## config.mk

```make
export PLATFORM = sky130hd
export DESIGN_NAME = fp_add_seq
export DESIGN_NICKNAME = d
export VERILOG_FILES = /design/src/rtl/fp32_pkg.sv /design/src/rtl/fp_lzc27.sv /design/src/rtl/fp_add_seq.sv
export SDC_FILE = /design/constraint.sdc
export NUM_CORES = 1
export LEC_CHECK = 0
export ABC_AREA = 1
export BUFFER_PORTS_ARGS = -buffer_cell sky130_fd_sc_hd__buf_2
export CORE_AREA = 2 2 148 179
export CTS_CLUSTER_DIAMETER = 120
export DETAILED_ROUTE_END_ITERATION = 16
export DIE_AREA = 0 0 150 181
export GPL_TIMING_DRIVEN = 0
export PLACE_DENSITY_LB_ADDON = 0.3
export SYNTH_ARGS = -nofsm -noshare
export SYNTH_HDL_FRONTEND = slang
export SYNTH_SLANG_ARGS = --single-unit
```

## constraint.sdc

```tcl
create_clock -name clk -period 11 [get_ports clk]
set_input_delay 1.65 -clock clk [delete_from_list [all_inputs] [get_ports clk]]
set_output_delay 1.65 -clock clk [all_outputs]
set_load 0.01 [all_outputs]
```

## src/rtl/fp32_pkg.sv

```systemverilog
// fp32_pkg: shared widths, constants, FSM states and field struct for the fp32 adder
package fp32_pkg;
  localparam int BIAS = 127;
  localparam int EXP_W = 8;
  localparam int FRAC_W = 23;
  localparam logic [31:0] QNAN = 32'h7FC0_0000;
  localparam logic [30:0] MAXFIN = 31'h7F7F_FFFF;
  typedef enum logic [2:0] {IDLE, UNPACK, ALIGN, ADD, NORM, ROUND, DONE} state_t;
  typedef struct packed {
    logic sign;
    logic [EXP_W-1:0] exp;
    logic [FRAC_W-1:0] frac;
  } fp32_t;
endpackage

```

## src/rtl/fp_lzc27.sv

```systemverilog
// fp_lzc27: leading-zero count of a 27-bit mantissa (27 when all zero)
module fp_lzc27 (
  input  logic [26:0] x,
  output logic [4:0]  cnt
);
  always_comb begin
    cnt = 5'd27;
    for (int i = 0; i < 27; i++) if (x[i]) cnt = 5'(26 - i);
  end
endmodule

```

## src/rtl/fp_add_seq.sv

```systemverilog
// fp_add_seq: multi-cycle fp32 add/sub with RNE and FTZ; define FP_SPECIAL_EN to decode Inf/NaN
module fp_add_seq #(
  parameter int BIAS = 127,
  parameter int EXP_W = 8,
  parameter int FRAC_W = 23
) (
  input  logic        clk,
  input  logic        rst_n,
  input  logic        in_valid,
  output logic        in_ready,
  input  logic [31:0] a,
  input  logic [31:0] b,
  input  logic        sub,
  output logic        out_valid,
  input  logic        out_ready,
  output logic [31:0] result,
  output logic        ovf,
  output logic        zero
);
  import fp32_pkg::*;
  localparam int EMAX = 2 * BIAS + 1;
  state_t state_q, state_d;
  fp32_t a_q, a_d, b_q, b_d, big, lit;
  logic sign_q, sign_d, sub_q, sub_d, zf_q, zf_d, ovf_q, ovf_d, zero_q, zero_d;
  logic [9:0] exp_q, exp_d, er;
  logic [7:0] sh_q, sh_d;
  logic [23:0] m0_q, m0_d;
  logic [26:0] m1_q, m1_d;
  logic [27:0] man_q, man_d, m0x, nrm;
  logic [31:0] result_q, result_d, res_n;
  logic za, zb, swap, zbig, zlit, inc, ov, ovf_n, zero_n;
  logic [52:0] al_w;
  logic [4:0] lz;
  logic [24:0] rnd;
  logic [22:0] fr;
  fp_lzc27 u_lzc (.x(man_q[26:0]), .cnt(lz));
  assign za = a_q.exp == '0;
  assign zb = b_q.exp == '0;
  assign swap = (zb ? 31'd0 : b_q[30:0]) > (za ? 31'd0 : a_q[30:0]);
  assign big = swap ? b_q : a_q;
  assign lit = swap ? a_q : b_q;
  assign zbig = swap ? zb : za;
  assign zlit = swap ? za : zb;
  assign al_w = {m1_q[26:3], 29'd0} >> (sh_q[7:5] != 3'd0 ? 5'd31 : sh_q[4:0]);
  assign m0x = {1'b0, m0_q, 3'd0};
  assign nrm = man_q << lz;
  assign inc = man_q[2] & (man_q[1] | man_q[0] | man_q[3]);
  assign rnd = {1'b0, man_q[26:3]} + {24'd0, inc};
  assign er = exp_q + {9'd0, rnd[24]};
  assign fr = rnd[24] ? rnd[23:1] : rnd[22:0];
  assign ov = er >= 10'(EMAX);
`ifdef FP_SPECIAL_EN
  logic ia, ib, nan;
  assign ia = a_q.exp == '1;
  assign ib = b_q.exp == '1;
  assign nan = (ia && a_q.frac != '0) || (ib && b_q.frac != '0) || (ia && ib && a_q.sign != b_q.sign);
  assign res_n = nan ? QNAN : ia ? {a_q.sign, 8'hFF, 23'd0} : ib ? {b_q.sign, 8'hFF, 23'd0} :
                 zf_q ? {sign_q, 31'd0} : ov ? {sign_q, 8'hFF, 23'd0} : {sign_q, er[7:0], fr};
  assign ovf_n = !(ia || ib) && !zf_q && ov;
  assign zero_n = !(ia || ib) && zf_q;
`else
  assign res_n = zf_q ? {sign_q, 31'd0} : ov ? {sign_q, MAXFIN} : {sign_q, er[7:0], fr};
  assign ovf_n = !zf_q && ov;
  assign zero_n = zf_q;
`endif
  always_comb begin
    state_d = state_q;
    a_d = a_q;
    b_d = b_q;
    sign_d = sign_q;
    sub_d = sub_q;
    exp_d = exp_q;
    sh_d = sh_q;
    m0_d = m0_q;
    m1_d = m1_q;
    man_d = man_q;
    zf_d = zf_q;
    result_d = result_q;
    ovf_d = ovf_q;
    zero_d = zero_q;
    case (state_q)
      IDLE: if (in_valid) begin
        a_d = a;
        b_d = {b[31] ^ sub, b[30:0]};
        state_d = UNPACK;
      end
      UNPACK: begin
        sign_d = big.sign;
        sub_d = big.sign ^ lit.sign;
        exp_d = {2'b0, big[FRAC_W +: EXP_W]};
        m0_d = zbig ? '0 : {1'b1, big[FRAC_W-1:0]};
        m1_d = {zlit ? 24'd0 : {1'b1, lit.frac}, 3'd0};
        sh_d = big.exp - lit.exp;
        state_d = ALIGN;
      end
      ALIGN: begin
        m1_d = {al_w[52:27], |al_w[26:0]};
        state_d = ADD;
      end
      ADD: begin
        man_d = sub_q ? m0x - {1'b0, m1_q} : m0x + {1'b0, m1_q};
        state_d = NORM;
      end
      NORM: begin
        state_d = ROUND;
        zf_d = 1'b0;
        if (man_q[27]) begin
          man_d = {1'b0, man_q[27:2], man_q[1] | man_q[0]};
          exp_d = exp_q + 10'd1;
        end else if (man_q == '0 || exp_q <= {5'd0, lz}) begin
          // exact cancellation of opposite signs yields +0; underflow keeps the sign
          man_d = '0;
          zf_d = 1'b1;
          sign_d = sign_q & !(man_q == '0 && sub_q);
        end else begin
          man_d = nrm;
          exp_d = exp_q - {5'd0, lz};
        end
      end
      ROUND: begin
        result_d = res_n;
        ovf_d = ovf_n;
        zero_d = zero_n;
        state_d = DONE;
      end
      DONE: if (out_ready) state_d = IDLE;
      default: state_d = IDLE;
    endcase
  end
  always_ff @(posedge clk or negedge rst_n)
    if (!rst_n) begin
      state_q <= IDLE;
      a_q <= '0;
      b_q <= '0;
      sign_q <= 1'b0;
      sub_q <= 1'b0;
      exp_q <= '0;
      sh_q <= '0;
      m0_q <= '0;
      m1_q <= '0;
      man_q <= '0;
      zf_q <= 1'b0;
      result_q <= '0;
      ovf_q <= 1'b0;
      zero_q <= 1'b0;
    end else begin
      state_q <= state_d;
      a_q <= a_d;
      b_q <= b_d;
      sign_q <= sign_d;
      sub_q <= sub_d;
      exp_q <= exp_d;
      sh_q <= sh_d;
      m0_q <= m0_d;
      m1_q <= m1_d;
      man_q <= man_d;
      zf_q <= zf_d;
      result_q <= result_d;
      ovf_q <= ovf_d;
      zero_q <= zero_d;
    end
  assign in_ready = state_q == IDLE;
  assign out_valid = state_q == DONE;
  assign result = result_q;
  assign ovf = ovf_q;
  assign zero = zero_q;
endmodule

```

==> impl_table.tex <==
\begin{tabular}{lr}
\hline
Metric & Value \\
\hline
\multicolumn{2}{l}{\textbf{Outcome}} \\
\quad Status & finished clean \\
\multicolumn{2}{l}{\textbf{STA}} \\
\quad Summed negative setup slack over all endpoints & 0 ns \\
\quad Final number of setup-violating endpoints & 0 \\
\quad Slew Limit Headroom & 0.357 \\
\quad Highest Clock Rate & 140 MHz \\
\quad Setup repair after global routing missed its margin & false \\
\quad Fin crit share & 0.647 \\
\quad Final number of max-transition violations & 0 \\
\quad Max Clock Skew & 0.0254 ns \\
\quad Worst slew pin tran & 0.958 ns \\
\quad Hold Fails Final Rpt & 0 \\
\quad Min Clock Period, post-route & 7.12 ns \\
\multicolumn{2}{l}{\textbf{CTS}} \\
\quad Post-CTS Setup Repair Bufs & 0 \\
\quad Number of clock sinks seen by CTS & 201 \\
\quad CTS max path bufs & 3 \\
\quad CTS tree & done \\
\quad Clock insertion delay at the later pin of the skew report & 0.55 ns \\
\quad Number of gates given a new drive strength after cts & 0 \\
\quad Clock Pin Slew Worst Setup and Hold Paths & 0.06 ns \\
\quad Maximum level of the CTS H-tree & 1 \\
\quad Clk root buf & sky130\_fd\_sc\_hd\_\_clkbuf\_16 \\
\quad Count of hold-fix buffers inserted at cts & 0 \\
\quad Number of buffers added by the clock tree synthesis step & 23 \\
\multicolumn{2}{l}{\textbf{Logic synthesis}} \\
\quad Share of Yosys cell area claimed by the top area cell type & 0.310 \\
\quad Post-synthesis register bit count & 201 \\
\quad Count of yosys warnings during synthesis & 0 \\
\quad Mapped Avg Cell Area & 6.57 µm² \\
\quad Largest cells by area after synthesis & sky130\_fd\_sc\_hd\_\_dfrtp\_1, sky130\_fd\_sc\_hd\_\_nand2\_1, sky130\_fd\_sc\_hd\_\_o21ai\_0, sky130\_fd\_sc\_hd\_\_ha\_1, sky130\_fd\_sc\_hd\_\_nand3\_1 \\
\quad Number of flops mapped to enable cells by yosys & 0 \\
\quad Post-synthesis instance area & 0.0162 mm² \\
\quad Ys flop type & sky130\_fd\_sc\_hd\_\_dfrtp\_1 \\
\quad Number of nets produced by synthesis & 2629 \\
\quad Most frequently used cell type in the post-synthesis netlist & sky130\_fd\_sc\_hd\_\_nand2\_1 \\
\quad Register area share after synthesis & 0.310 \\
\quad Cell type with the highest aggregate area in the netlist & sky130\_fd\_sc\_hd\_\_dfrtp\_1 \\
\quad Cells after synthesis & 2468 \\
\quad Async S/R FF share, synth & 1.00 \\
\quad Number of distinct library cells after synthesis & 57 \\
\quad Most frequent cells after synthesis & sky130\_fd\_sc\_hd\_\_nand2\_1, sky130\_fd\_sc\_hd\_\_o21ai\_0, sky130\_fd\_sc\_hd\_\_inv\_1 \\
\multicolumn{2}{l}{\textbf{Worst setup path}} \\
\quad Critical path fanouts, max & 10 \\
\quad Worst setup path category & flip-flop to flip-flop \\
\quad Crit path arrival time & 7.52 ns \\
\quad Kind of start point of the critical path & flip-flop \\
\quad Required arrival time at the worst endpoint & 11.40 ns \\
\quad Sort of element at the end of the critical path & flip-flop \\
\multicolumn{2}{l}{\textbf{Detailed routing}} \\
\quad Routed Antenna Nets & 0 \\
\quad Final wirelength & 61900 µm \\
\quad Initial detailed-routing violation count & 2135 \\
\quad Vias & 18.9k \\
\quad WL per Instance & 21.0 µm \\
\quad Via-per-instance ratio & 6.42 \\
\quad Number of detailed-routing iterations run before antenna repair & 6 \\
\quad Post-detailed-route DRC marker count & 0 \\
\multicolumn{2}{l}{\textbf{Place}} \\
\quad I/O Buffers & 104 \\
\quad Routability-driven placement congestion ratio & 1.07 \\
\quad Detailed Place HPWL & 47000 µm \\
\multicolumn{2}{l}{\textbf{Finish}} \\
\quad Area of the multi-input gates & 0.00966 mm² \\
\quad Fillers & 2140 \\
\quad Final net count & 2759 \\
\quad Layout overhead on the synthesized area & 10.6\% \\
\quad Sequential standard cell area & 0.00503 mm² \\
\quad Fraction of layout cells with a size suffix above 1 & 0.0727 \\
\quad Final design utilization & 0.709 \\
\multicolumn{2}{l}{\textbf{Global route}} \\
\quad Number of global-route vias before repair & 18.2k \\
\quad First-pass GRT wire length & 96300 µm \\
\quad Number of antenna violations at the first check in global routing & 1 \\
\quad Tot GR Track Use & 0.453 \\
\quad Leftover overflow at the end of global routing & 0 \\
\quad Largest net degree at the start of global routing & 124 \\
\multicolumn{2}{l}{\textbf{Min path}} \\
\quad Worst min-delay path class & flip-flop to flip-flop \\
\multicolumn{2}{l}{\textbf{Die}} \\
\quad Floorplan die height & 181 µm \\
\quad Top Ports & 105 \\
\quad Die ar. & 0.0272 mm² \\
\quad Standard cell core area & 0.0253 mm² \\
\quad Effective utilization at floorplan & 0.641 \\
\quad Die outline width & 150 µm \\
\quad Standard-cell rows & 64 \\
\multicolumn{2}{l}{\textbf{Job}} \\
\quad Max-cap viol count & 0 \\
\hline
\end{tabular}
-- cell usage in the layout (no fill, tap or decap), types with 3 or more instances in the layout --
cell type	synthesis	layout
sky130_fd_sc_hd__nor2_1	196	196
sky130_fd_sc_hd__a21boi_0	4	4
sky130_fd_sc_hd__nand3_1	209	209
sky130_fd_sc_hd__clkbuf_16	0	23
sky130_fd_sc_hd__buf_2	15	118
sky130_fd_sc_hd__a221oi_1	5	5
sky130_fd_sc_hd__clkinv_2	0	3
sky130_fd_sc_hd__nor3_1	28	28
sky130_fd_sc_hd__o21a_1	5	5
sky130_fd_sc_hd__a211oi_1	15	15
sky130_fd_sc_hd__or2_2	10	10
sky130_fd_sc_hd__a21oi_1	126	126
sky130_fd_sc_hd__o211ai_1	21	21
sky130_fd_sc_hd__dfrtp_1	201	201
sky130_fd_sc_hd__o21ai_0	314	314
sky130_fd_sc_hd__a21o_1	4	4
sky130_fd_sc_hd__o221ai_1	10	10
sky130_fd_sc_hd__nand2_1	650	650
sky130_fd_sc_hd__ha_1	90	90
sky130_fd_sc_hd__a32o_1	3	3
sky130_fd_sc_hd__nand3b_1	4	4
sky130_fd_sc_hd__nand4_1	21	21
sky130_fd_sc_hd__o31ai_1	6	6
sky130_fd_sc_hd__nand2_2	4	4
sky130_fd_sc_hd__mux2i_1	5	5
sky130_fd_sc_hd__a41oi_1	3	3
sky130_fd_sc_hd__o21bai_1	6	6
sky130_fd_sc_hd__a22oi_1	17	17
sky130_fd_sc_hd__inv_2	5	5
sky130_fd_sc_hd__o22ai_1	8	8
sky130_fd_sc_hd__inv_1	263	263
sky130_fd_sc_hd__a31oi_1	20	20
sky130_fd_sc_hd__o311ai_0	6	6
sky130_fd_sc_hd__clkbuf_1	102	107
sky130_fd_sc_hd__xor2_1	31	31
sky130_fd_sc_hd__nor4_1	7	7
sky130_fd_sc_hd__xnor2_1	4	4
sky130_fd_sc_hd__clkinv_1	7	7
sky130_fd_sc_hd__o21ai_1	14	14
sky130_fd_sc_hd__nand3_2	3	3
-- cell families (layout without fill, tap and decap cells) --
logic type | after synthesis | in the layout | synth area share
simple gates | 1138 | 1138 | 0.293
mux | 5 | 5 | 0.00309
other cells | 0 | 1 | 0
fa+ha+maj | 92 | 92 | 0.0719
xor+xnor | 35 | 35 | 0.0189
flops | 201 | 201 | 0.310
compound gates | 600 | 600 | 0.209
buf+inv | 397 | 542 | 0.0943
-- worst paths after layout --
path,startpoint,end,slack (ns),cells past startpoint
min in group asynchronous,rst_n,ovf,1.07,1
min reg2reg,sh_q[2],sh_q[2],0.50,2
max reg2reg,man_q[9],man_q[27],3.88,23
min,sh_q[2],sh_q[2],0.50,2
max in group asynchronous,rst_n,m1_q[4],8.85,2
max,man_q[9],man_q[27],3.88,23
-- flip-flops by register name (all words and copies together) (netlist names), 3 cells and up --
register	count
m1_q	27
result	32
state_q	3
a_q	32
m0_q	24
sh_q	8
b_q	32
man_q	28
exp_q	10
-- per-stage QoR --
stage / setup WS, ns / std cells / instance area, µm² / hold slack [ns]
after floorplan: 6.68 / 2468 / 16200 / 0.450
after global placement: 4.22 / 2902 / 17200 / 0.459
after detailed placement: 4.22 / 2903 / 17200 / 0.485
after CTS: 4.21 / 2943 / 17900 / 0.500
after global routing: 3.69 / 2943 / 17900 / 0.512
final: 3.88 / 2944 / 17900 / 0.498
-- worst max-delay path: stages (launching register included) --
cell                        delay [ns]
sky130_fd_sc_hd__dfrtp_1          0.51
sky130_fd_sc_hd__nor4_1           0.75
sky130_fd_sc_hd__o21ai_0          0.38
sky130_fd_sc_hd__nand2_1          0.14
sky130_fd_sc_hd__nand2_1          0.05
sky130_fd_sc_hd__a21oi_1          0.73
sky130_fd_sc_hd__clkinv_1         0.54
sky130_fd_sc_hd__buf_2            0.37
sky130_fd_sc_hd__ha_1             0.39
sky130_fd_sc_hd__nand2_1          0.10
sky130_fd_sc_hd__o21ai_1          0.23
sky130_fd_sc_hd__inv_1            0.09
sky130_fd_sc_hd__nor2_1           0.14
sky130_fd_sc_hd__o22ai_1          0.09
sky130_fd_sc_hd__nand3_1          0.12
sky130_fd_sc_hd__nand3_1          0.14
sky130_fd_sc_hd__nor2_1           0.33
sky130_fd_sc_hd__inv_1            0.10
sky130_fd_sc_hd__nor2_1           0.25
sky130_fd_sc_hd__inv_1            0.20
sky130_fd_sc_hd__nor2_1           0.49
sky130_fd_sc_hd__a31oi_1          0.45
sky130_fd_sc_hd__o2111ai_1        0.25
sky130_fd_sc_hd__o21ai_0          0.12
-- cell type report --
cell class / count / area share
tap: 330 / 0.0230
timing repair buffer: 105 / 0.0311
sequential: 201 / 0.280
antenna: 1 / 0.000139
multi-input combinational: 1870 / 0.538
inverter: 275 / 0.0575
clock buffer: 30 / 0.0347
buffer: 122 / 0.0277
clock inverter: 10 / 0.00725
-- routing by layer --
| metal | up-vias | GRT usage | routed length, µm |
|---|---|---|---|
| li1 | 8500 | - | - |
| met5 | - | 0 | 0 |
| met1 | 8646 | 0.507 | 21000 |
| met2 | 1353 | 0.740 | 28100 |
| met4 | 0 | 0.371 | 6570 |
| met3 | 388 | 0.0864 | 6220 |
Power is not shown: default switching activity piles up to over one toggle a cycle in this logic, so the estimate is an artifact.
